[src/rtl/arm_pkg.sv]
// Shared ARM core definitions: ALU command and mode encodings, register index
// width, and the control bundle carried from decode into execute.
package arm_pkg;

    localparam int REG_AW = 4;

    typedef enum logic [3:0] {
        ALU_NOP = 4'b0000,
        ALU_MOV = 4'b0001,
        ALU_ADD = 4'b0010,
        ALU_ADC = 4'b0011,
        ALU_SUB = 4'b0100,
        ALU_SBC = 4'b0101,
        ALU_AND = 4'b0110,
        ALU_ORR = 4'b0111,
        ALU_EOR = 4'b1000,
        ALU_MVN = 4'b1001
    } alu_cmd_e;

    typedef enum logic [1:0] {
        MODE_COMPUTE = 2'b00,
        MODE_MEMORY  = 2'b01,
        MODE_BRANCH  = 2'b10
    } mode_e;

    // Carry sits with the control fields so it freezes and flushes with them.
    typedef struct packed {
        logic       valid;
        logic [3:0] exec_cmd;
        logic       mem_read;
        logic       mem_write;
        logic       wb_en;
        logic       b;
        logic       s;
        logic       carry;
    } id_ex_ctrl_t;

    localparam int CTRL_W = $bits(id_ex_ctrl_t);

endpackage

[src/rtl/pipe_reg.sv]
// Generic pipeline register: async active-low reset, synchronous clear
// (takes precedence over enable), and load enable.
module pipe_reg #(
    parameter int WIDTH = 1
) (
    input  logic             clk,
    input  logic             rst_n,
    input  logic             clr,
    input  logic             en,
    input  logic [WIDTH-1:0] d,
    output logic [WIDTH-1:0] q
);

    logic [WIDTH-1:0] data_d;
    logic [WIDTH-1:0] data_q;

    always_comb begin
        data_d = data_q;
        if (clr) begin
            data_d = '0;
        end else if (en) begin
            data_d = d;
        end
    end

    always_ff @(posedge clk or negedge rst_n) begin
        if (!rst_n) begin
            data_q <= '0;
        end else begin
            data_q <= data_d;
        end
    end

    assign q = data_q;

endmodule

[src/rtl/id_ex_stage_reg.sv]
// ID/EX pipeline register: qualifies the control unit's raw outputs, then
// registers control and data bundles with flush > freeze > load priority.
module id_ex_stage_reg #(
    parameter int WORD_W = 32,
    parameter int REG_AW = 4
) (
    input  logic              clk,
    input  logic              rst,
    input  logic              freeze,
    input  logic              flush,
    input  logic              valid_in,
    input  logic [3:0]        exec_cmd_in,
    input  logic              mem_read_in,
    input  logic              mem_write_in,
    input  logic              wb_en_in,
    input  logic              b_in,
    input  logic              s_in,
    input  logic [WORD_W-1:0] pc_in,
    input  logic [WORD_W-1:0] val_rn_in,
    input  logic [WORD_W-1:0] val_rm_in,
    input  logic              imm_in,
    input  logic [11:0]       shift_operand_in,
    input  logic [23:0]       simm24_in,
    input  logic [REG_AW-1:0] dest_in,
    input  logic [REG_AW-1:0] src1_in,
    input  logic [REG_AW-1:0] src2_in,
    input  logic              carry_in,
    output logic              valid_out,
    output logic [3:0]        exec_cmd_out,
    output logic              mem_read_out,
    output logic              mem_write_out,
    output logic              wb_en_out,
    output logic              b_out,
    output logic              s_out,
    output logic [WORD_W-1:0] pc_out,
    output logic [WORD_W-1:0] val_rn_out,
    output logic [WORD_W-1:0] val_rm_out,
    output logic              imm_out,
    output logic [11:0]       shift_operand_out,
    output logic [23:0]       simm24_out,
    output logic [REG_AW-1:0] dest_out,
    output logic [REG_AW-1:0] src1_out,
    output logic [REG_AW-1:0] src2_out,
    output logic              carry_out,
    output logic [15:0]       stall_cycles_out
);

    import arm_pkg::id_ex_ctrl_t;
    import arm_pkg::CTRL_W;

    localparam int DATA_W = 3 * WORD_W + 1 + 12 + 24 + 3 * REG_AW;

    id_ex_ctrl_t       ctrl_d;
    id_ex_ctrl_t       ctrl_q;
    logic [CTRL_W-1:0] ctrl_q_bits;
    logic [DATA_W-1:0] data_d;
    logic [DATA_W-1:0] data_q;
    logic [15:0]       stall_cycles_d;
    logic [15:0]       stall_cycles_q;
    logic              load_en;

    assign load_en = ~freeze;

    // The control unit forwards S unconditionally, so memory ops drop it here;
    // a simultaneous read+write request resolves to the read.
    always_comb begin
        ctrl_d           = '0;
        ctrl_d.valid     = valid_in;
        ctrl_d.exec_cmd  = valid_in ? exec_cmd_in : 4'b0000;
        ctrl_d.mem_read  = valid_in & mem_read_in;
        ctrl_d.mem_write = valid_in & mem_write_in & ~mem_read_in;
        ctrl_d.wb_en     = valid_in & wb_en_in;
        ctrl_d.b         = valid_in & b_in;
        ctrl_d.s         = valid_in & s_in & ~mem_read_in & ~mem_write_in;
        ctrl_d.carry     = carry_in;
    end

    always_comb begin
        data_d = {pc_in, val_rn_in, val_rm_in, imm_in, shift_operand_in,
                  simm24_in, dest_in, src1_in, src2_in};
    end

    pipe_reg #(.WIDTH(CTRL_W)) u_ctrl_reg (
        .clk   (clk),
        .rst_n (rst),
        .clr   (flush),
        .en    (load_en),
        .d     (ctrl_d),
        .q     (ctrl_q_bits)
    );

    pipe_reg #(.WIDTH(DATA_W)) u_data_reg (
        .clk   (clk),
        .rst_n (rst),
        .clr   (flush),
        .en    (load_en),
        .d     (data_d),
        .q     (data_q)
    );

    assign ctrl_q = id_ex_ctrl_t'(ctrl_q_bits);

    always_comb begin
        stall_cycles_d = stall_cycles_q;
        if (freeze && !flush && (stall_cycles_q != 16'hFFFF)) begin
            stall_cycles_d = stall_cycles_q + 16'd1;
        end
    end

    always_ff @(posedge clk or negedge rst) begin
        if (!rst) begin
            stall_cycles_q <= '0;
        end else begin
            stall_cycles_q <= stall_cycles_d;
        end
    end

    assign valid_out        = ctrl_q.valid;
    assign exec_cmd_out     = ctrl_q.exec_cmd;
    assign mem_read_out     = ctrl_q.mem_read;
    assign mem_write_out    = ctrl_q.mem_write;
    assign wb_en_out        = ctrl_q.wb_en;
    assign b_out            = ctrl_q.b;
    assign s_out            = ctrl_q.s;
    assign carry_out        = ctrl_q.carry;
    assign stall_cycles_out = stall_cycles_q;

    assign {pc_out, val_rn_out, val_rm_out, imm_out, shift_operand_out,
            simm24_out, dest_out, src1_out, src2_out} = data_q;

    illegal_mem_combo: assert property (
        @(posedge clk) disable iff (!rst)
        (valid_in && !flush && !freeze) |-> !(mem_read_in && mem_write_in)
    );

endmodule
[config.mk]
export PLATFORM = sky130hd
export DESIGN_NAME = id_ex_stage_reg
export DESIGN_NICKNAME = d
export VERILOG_FILES = /design/src/rtl/arm_pkg.sv /design/src/rtl/pipe_reg.sv /design/src/rtl/id_ex_stage_reg.sv
export SDC_FILE = /design/constraint.sdc
export NUM_CORES = 1
export LEC_CHECK = 0
export ABC_AREA = 0
export BUFFER_PORTS_ARGS = -buffer_cell sky130_fd_sc_hd__clkbuf_2
export CAP_MARGIN = 40
export CELL_PAD_IN_SITES_DETAIL_PLACEMENT = 1
export CELL_PAD_IN_SITES_GLOBAL_PLACEMENT = 2
export CORE_MARGIN = 2
export CORE_UTILIZATION = 30
export CTS_BUF_LIST = sky130_fd_sc_hd__clkbuf_16
export CTS_CLUSTER_SIZE = 25
export DETAILED_ROUTE_END_ITERATION = 8
export PLACE_DENSITY = 0.88
export SYNTH_ARGS = -nofsm -noshare
export SYNTH_HDL_FRONTEND = slang
export SYNTH_SLANG_ARGS = --single-unit
[constraint.sdc]
create_clock -name clk -period 2.6 [get_ports clk]
set_clock_uncertainty 0.2 [all_clocks]
set_input_delay 0.52 -clock clk [delete_from_list [all_inputs] [get_ports clk]]
set_output_delay 0.52 -clock clk [all_outputs]
set_load 0.01 [all_outputs]
Yosys cells after proc, flatten, opt, wreduce, memory -nomap -nowiden
Cells that the tools add are included.

Flip-flop bits (word level): 172. Latch bits: 0. RAM bits: 0. Memory bits (read-only): 0. Output and inout port bits: 172. Memories: 0.

Add/subtract/negate cells: 1. Multiply operators: 0. Divide/modulo/power cells: 0. Order comparisons: 0. Eq/ne operators: 2. Shifts and indexed selects: 0. Mux-type cells: 5. Bitwise gates (word level): 10. Reductions and logical operators: 3.

Operator list (count): $mux W145 (2); $mux W11 (2); $add A16 B1 Y16 const B (1); $ne A16 B16 Y1 const B (1); $and A1 B1 Y1 (8); $mux W4 (1); $logic_and A1 B1 Y1 (2); $ne A2 B1 Y1 const B (1); $not A1 Y1 (2); $logic_not A1 Y1 (1).

Depth between registers and ports, before layout
Depth in word-level cells: 5. Depth in mapped cells: 6.

Cells and area by module
Synthesis repeated with hierarchy kept, for this count alone.

Cells, all modules: 582. Area, all modules: 7130.6 µm².

Modules (own cells, without submodules): pipe_reg at u_data_reg (times used 1, cells each 467, area an instance 5829.3 µm², seq. area each 3628.5 µm²); id_ex_stage_reg (times used 1, cells each 80, area an instance 859.6 µm², seq. area each 400.4 µm²); pipe_reg at u_ctrl_reg (times used 1, cells each 35, area an instance 441.7 µm², seq. area each 275.3 µm²).

Least setup slack after synthesis
Ideal clock, no wire load.

Kind: reg-to-reg. Start point: register stall_cycles_q[0] (netlist: stall_cycles_out[0]). End point: register stall_cycles_q[1] (netlist: stall_cycles_out[1]). Setup time: 125 ps. Arrival time: 1582 ps. Slack: 693 ps. Cell stages (with the launch flop): 6. Path through: dfrtp_1 ha_1 nand3_1 o41ai_4 buf_6 mux2_4.

Longest elaborated chain between the ends: 2. Elaborated cells on any way between the ends: 3.

RTL lines: start, declared (line id_ex_stage_reg.sv:59) `logic [15:0] stall_cycles_q;`; start signal, assigned (line id_ex_stage_reg.sv:114) `stall_cycles_q <= stall_cycles_d;`; parallel branches: the longest is 2 deep, another holds $add A16 B1 Y16.

Several ways; the timed one is not identified. A chain may end at the register's enable or synchronous reset.

Worst setup path in the final report
Same ends and word-level chain as after synthesis.

==> flow_metrics.tcl <==
set metrics [dict create \
    grt_pass1_wl_um 31500 \
    synth_xor_area_share_pct 1.85 \
    synth_top_family_by_area "multiplexers" \
    ctsHoldBuffers 1 \
    yosysMostFrequentCell "dfrtp_1" \
    pin_count 332 \
    rsz0062_at_grt "no" \
    syn-mean-instance-area_um2 12.0 \
    die_h_um 158 \
    yosysSeqAreaShare_pct 60.8 \
    dp.cells 1213 \
    reg2reg_slack_ns 0.45 \
    synthTopCellsByArea "dfrtp_1, mux2i_1, nor2_1" \
    antenna_found_initial 1 \
    post_cts_resized 0 \
    ys.warnings.count 0 \
    ys_ff_latch 172 \
    synth_simple_gate_area_share_pct 12.7 \
    instances_no_fill 1246 \
    globalplace.congestion 0.777 \
    synthCells 591 \
    start_kind "flip-flop" \
    pre_cts_slack_ns 0.447 \
    fmax_ghz 0.466 \
    cellPowerDensity_nw_per_um2 658 \
    fill_cells 2657 \
    final_core_util_pct 41.5 \
    clk_latency_ns 0.42 \
    synth.area.mux_share_pct 21.0 \
    slew_violations 0 \
    ys_top_cells_by_count "dfrtp_1, nor2_1, mux2i_1" \
    fin_crit_sh_pct 82.6 \
    clock_sinks 172 \
    drt_iter0_drc 234 \
    synth-edff-count 0 \
    wl_per_cell_um 16.2 \
    die-area_um2 24900 \
    vias 5609 \
    netlist_area_um2 7080 \
    h-tree-depth 4 \
    syn_nets 752 \
    critical_path_class "flip-flop to flip-flop" \
    vias_per_cell 4.50 \
    cp_max_fo 7 \
    cp-end-kind "flip-flop" \
    gr-total-overflow 0 \
    row_count 56 \
    final_area_um2 9680 \
    die_w_um 158 \
    drv_cap 0 \
    setup_viol 0 \
    yosysTopAreaCellShare_pct 60.8 \
    hold_path.class "input port to flip-flop" \
    hpwl_um 14400 \
    cts-root-buf "clkbuf_16" \
    synth-compound-area-share_pct 1.15 \
    antenna_left 0 \
    relSlewSlack_pct 49.9 \
    cts_max_path_buffers 2 \
    cp.arrival_ns 2.25 \
    post_synth_fa_ha_maj_area_fraction_pct 0.177 \
    worst_slack_ns 0.453 \
    first_pass_iters 6 \
    setup_tns_ns 0 \
    core_um2 23300 \
    finalHoldViolCount 0 \
    start_util_pct 30.4 \
    cts_tree "built" \
    required_ns 2.70 \
    ir_worst_vdd_mv 0.325 \
    cts_setup_buffers 0 \
    area_growth_pct 36.7 \
    tightest_slew_ns 0.752 \
    synth_area_leader_cell "dfrtp_1" \
    synthArstFlopShare_pct 100 \
    clk_pin_slew_ns 0.08 \
    synth_cell_types 31 \
    numCtsBuffers 17 \
    p_leak_nw 5.48 \
    yosys_most_used_dff "dfrtp_1" \
    grt_max_degree 157 \
    status "finished clean" \
    io_buffer_count 331 \
    drive_gt1_share_pct 41.3 \
    grt.total_usage_pct 16.3 \
    finalCriticalPeriod_ns 2.15 \
    fin_nets 1075 \
    grt_pass1_vias 5934 \
    drt-total-wl_um 20200 \
    drc 0 \
    placed_area_um2 9120 \
]
[layout make-up]
type / instances / area, um2 / area share [%]
Inverter: 1 / 3.75 / 0.0388
Clock buffer: 17 / 425 / 4.39
Tap cell: 319 / 399 / 4.12
Multi-Input combinational cell: 381 / 2610 / 27.0
Sequential cell: 172 / 4300 / 44.4
Clock inverter: 14 / 124 / 1.28
Timing Repair Buffer: 341 / 1810 / 18.7
Antenna cell: 1 / 2.50 / 0.0258
[final timing paths]
path                                       from  cells after the start                   end
max                         stall_cycles_out[0]                      5   stall_cycles_out[1]
min reg2reg                stall_cycles_out[15]                      1  stall_cycles_out[15]
max in group asynchronous                   rst                      3      u_data_reg.q[62]
max reg2reg                 stall_cycles_out[0]                      5   stall_cycles_out[1]
min in group asynchronous                   rst                      2     u_data_reg.q[142]
min                               val_rn_in[24]                      3     u_data_reg.q[105]
[logic make-up (layout without fill, tap and decap cells)]
kind of cell,after synthesis,count (layout)
mux,148,148
buf+inv,38,373
compound gates,11,11
flops,172,172
fa+ha+maj,1,1
xor+xnor,15,15
other cells,0,1
simple gates,206,206
[cells in the final DEF, fill, tap and decap left out, types with 2 or more instances in the layout]
cell       Yosys  routed
nor3_1         2       2
a21oi_1        9       9
inv_6          0       7
clkinv_2       0       2
nor2_1       170     170
mux2i_1      147     147
buf_4          0       5
nor3_2         3       3
buf_12         0       5
clkbuf_2       0     328
inv_8          0       4
nand4_1        3       3
nand3_1        3       3
dfrtp_1      172     172
nand2_1       13      13
xnor2_1        2       2
xor2_1        13      13
nand4_4        2       2
clkbuf_16      0      17
[per-layer routing]
layer | global-route usage, % | part of all wire (%) | vias up
met5 | 0 | 0 | -
met3 | 6.05 | 8.5 | 24
met4 | 5.63 | 1.8 | 0
li1 | - | - | 2611
met1 | 19.1 | 40 | 2769
met2 | 27.3 | 50 | 205
[critical path, cell delays in order, from the launching register on]
cell	delay [ns]
dfrtp_1	0.45
ha_1	0.23
nand3_1	0.16
o41ai_4	0.43
buf_4	0.26
mux2_4	0.30
[sequential cells by signal, summed over array words and instances, names as in the netlist]
register	flops
u_data_reg.q	145
u_ctrl_reg.q	11
stall_cycles_out	16
[where the power goes]
group | internal [mW] | switching [mW] | leakage (nW)
Sequential | 2.85 | 0.159 | 2.29
Clock | 1.26 | 1.18 | 0.273
Combinational | 0.415 | 0.505 | 2.92
Total | 4.53 | 1.84 | 5.48
[per-stage QoR]
step,total power [mW],hold slack [ns]
after floorplan,3.50,0.0244
after detailed placement,4.00,0.295
after global routing,6.70,0.119
final,6.37,0.133
after CTS,6.50,0.110
after global placement,3.97,0.287
(Power assumes the default switching activity.)
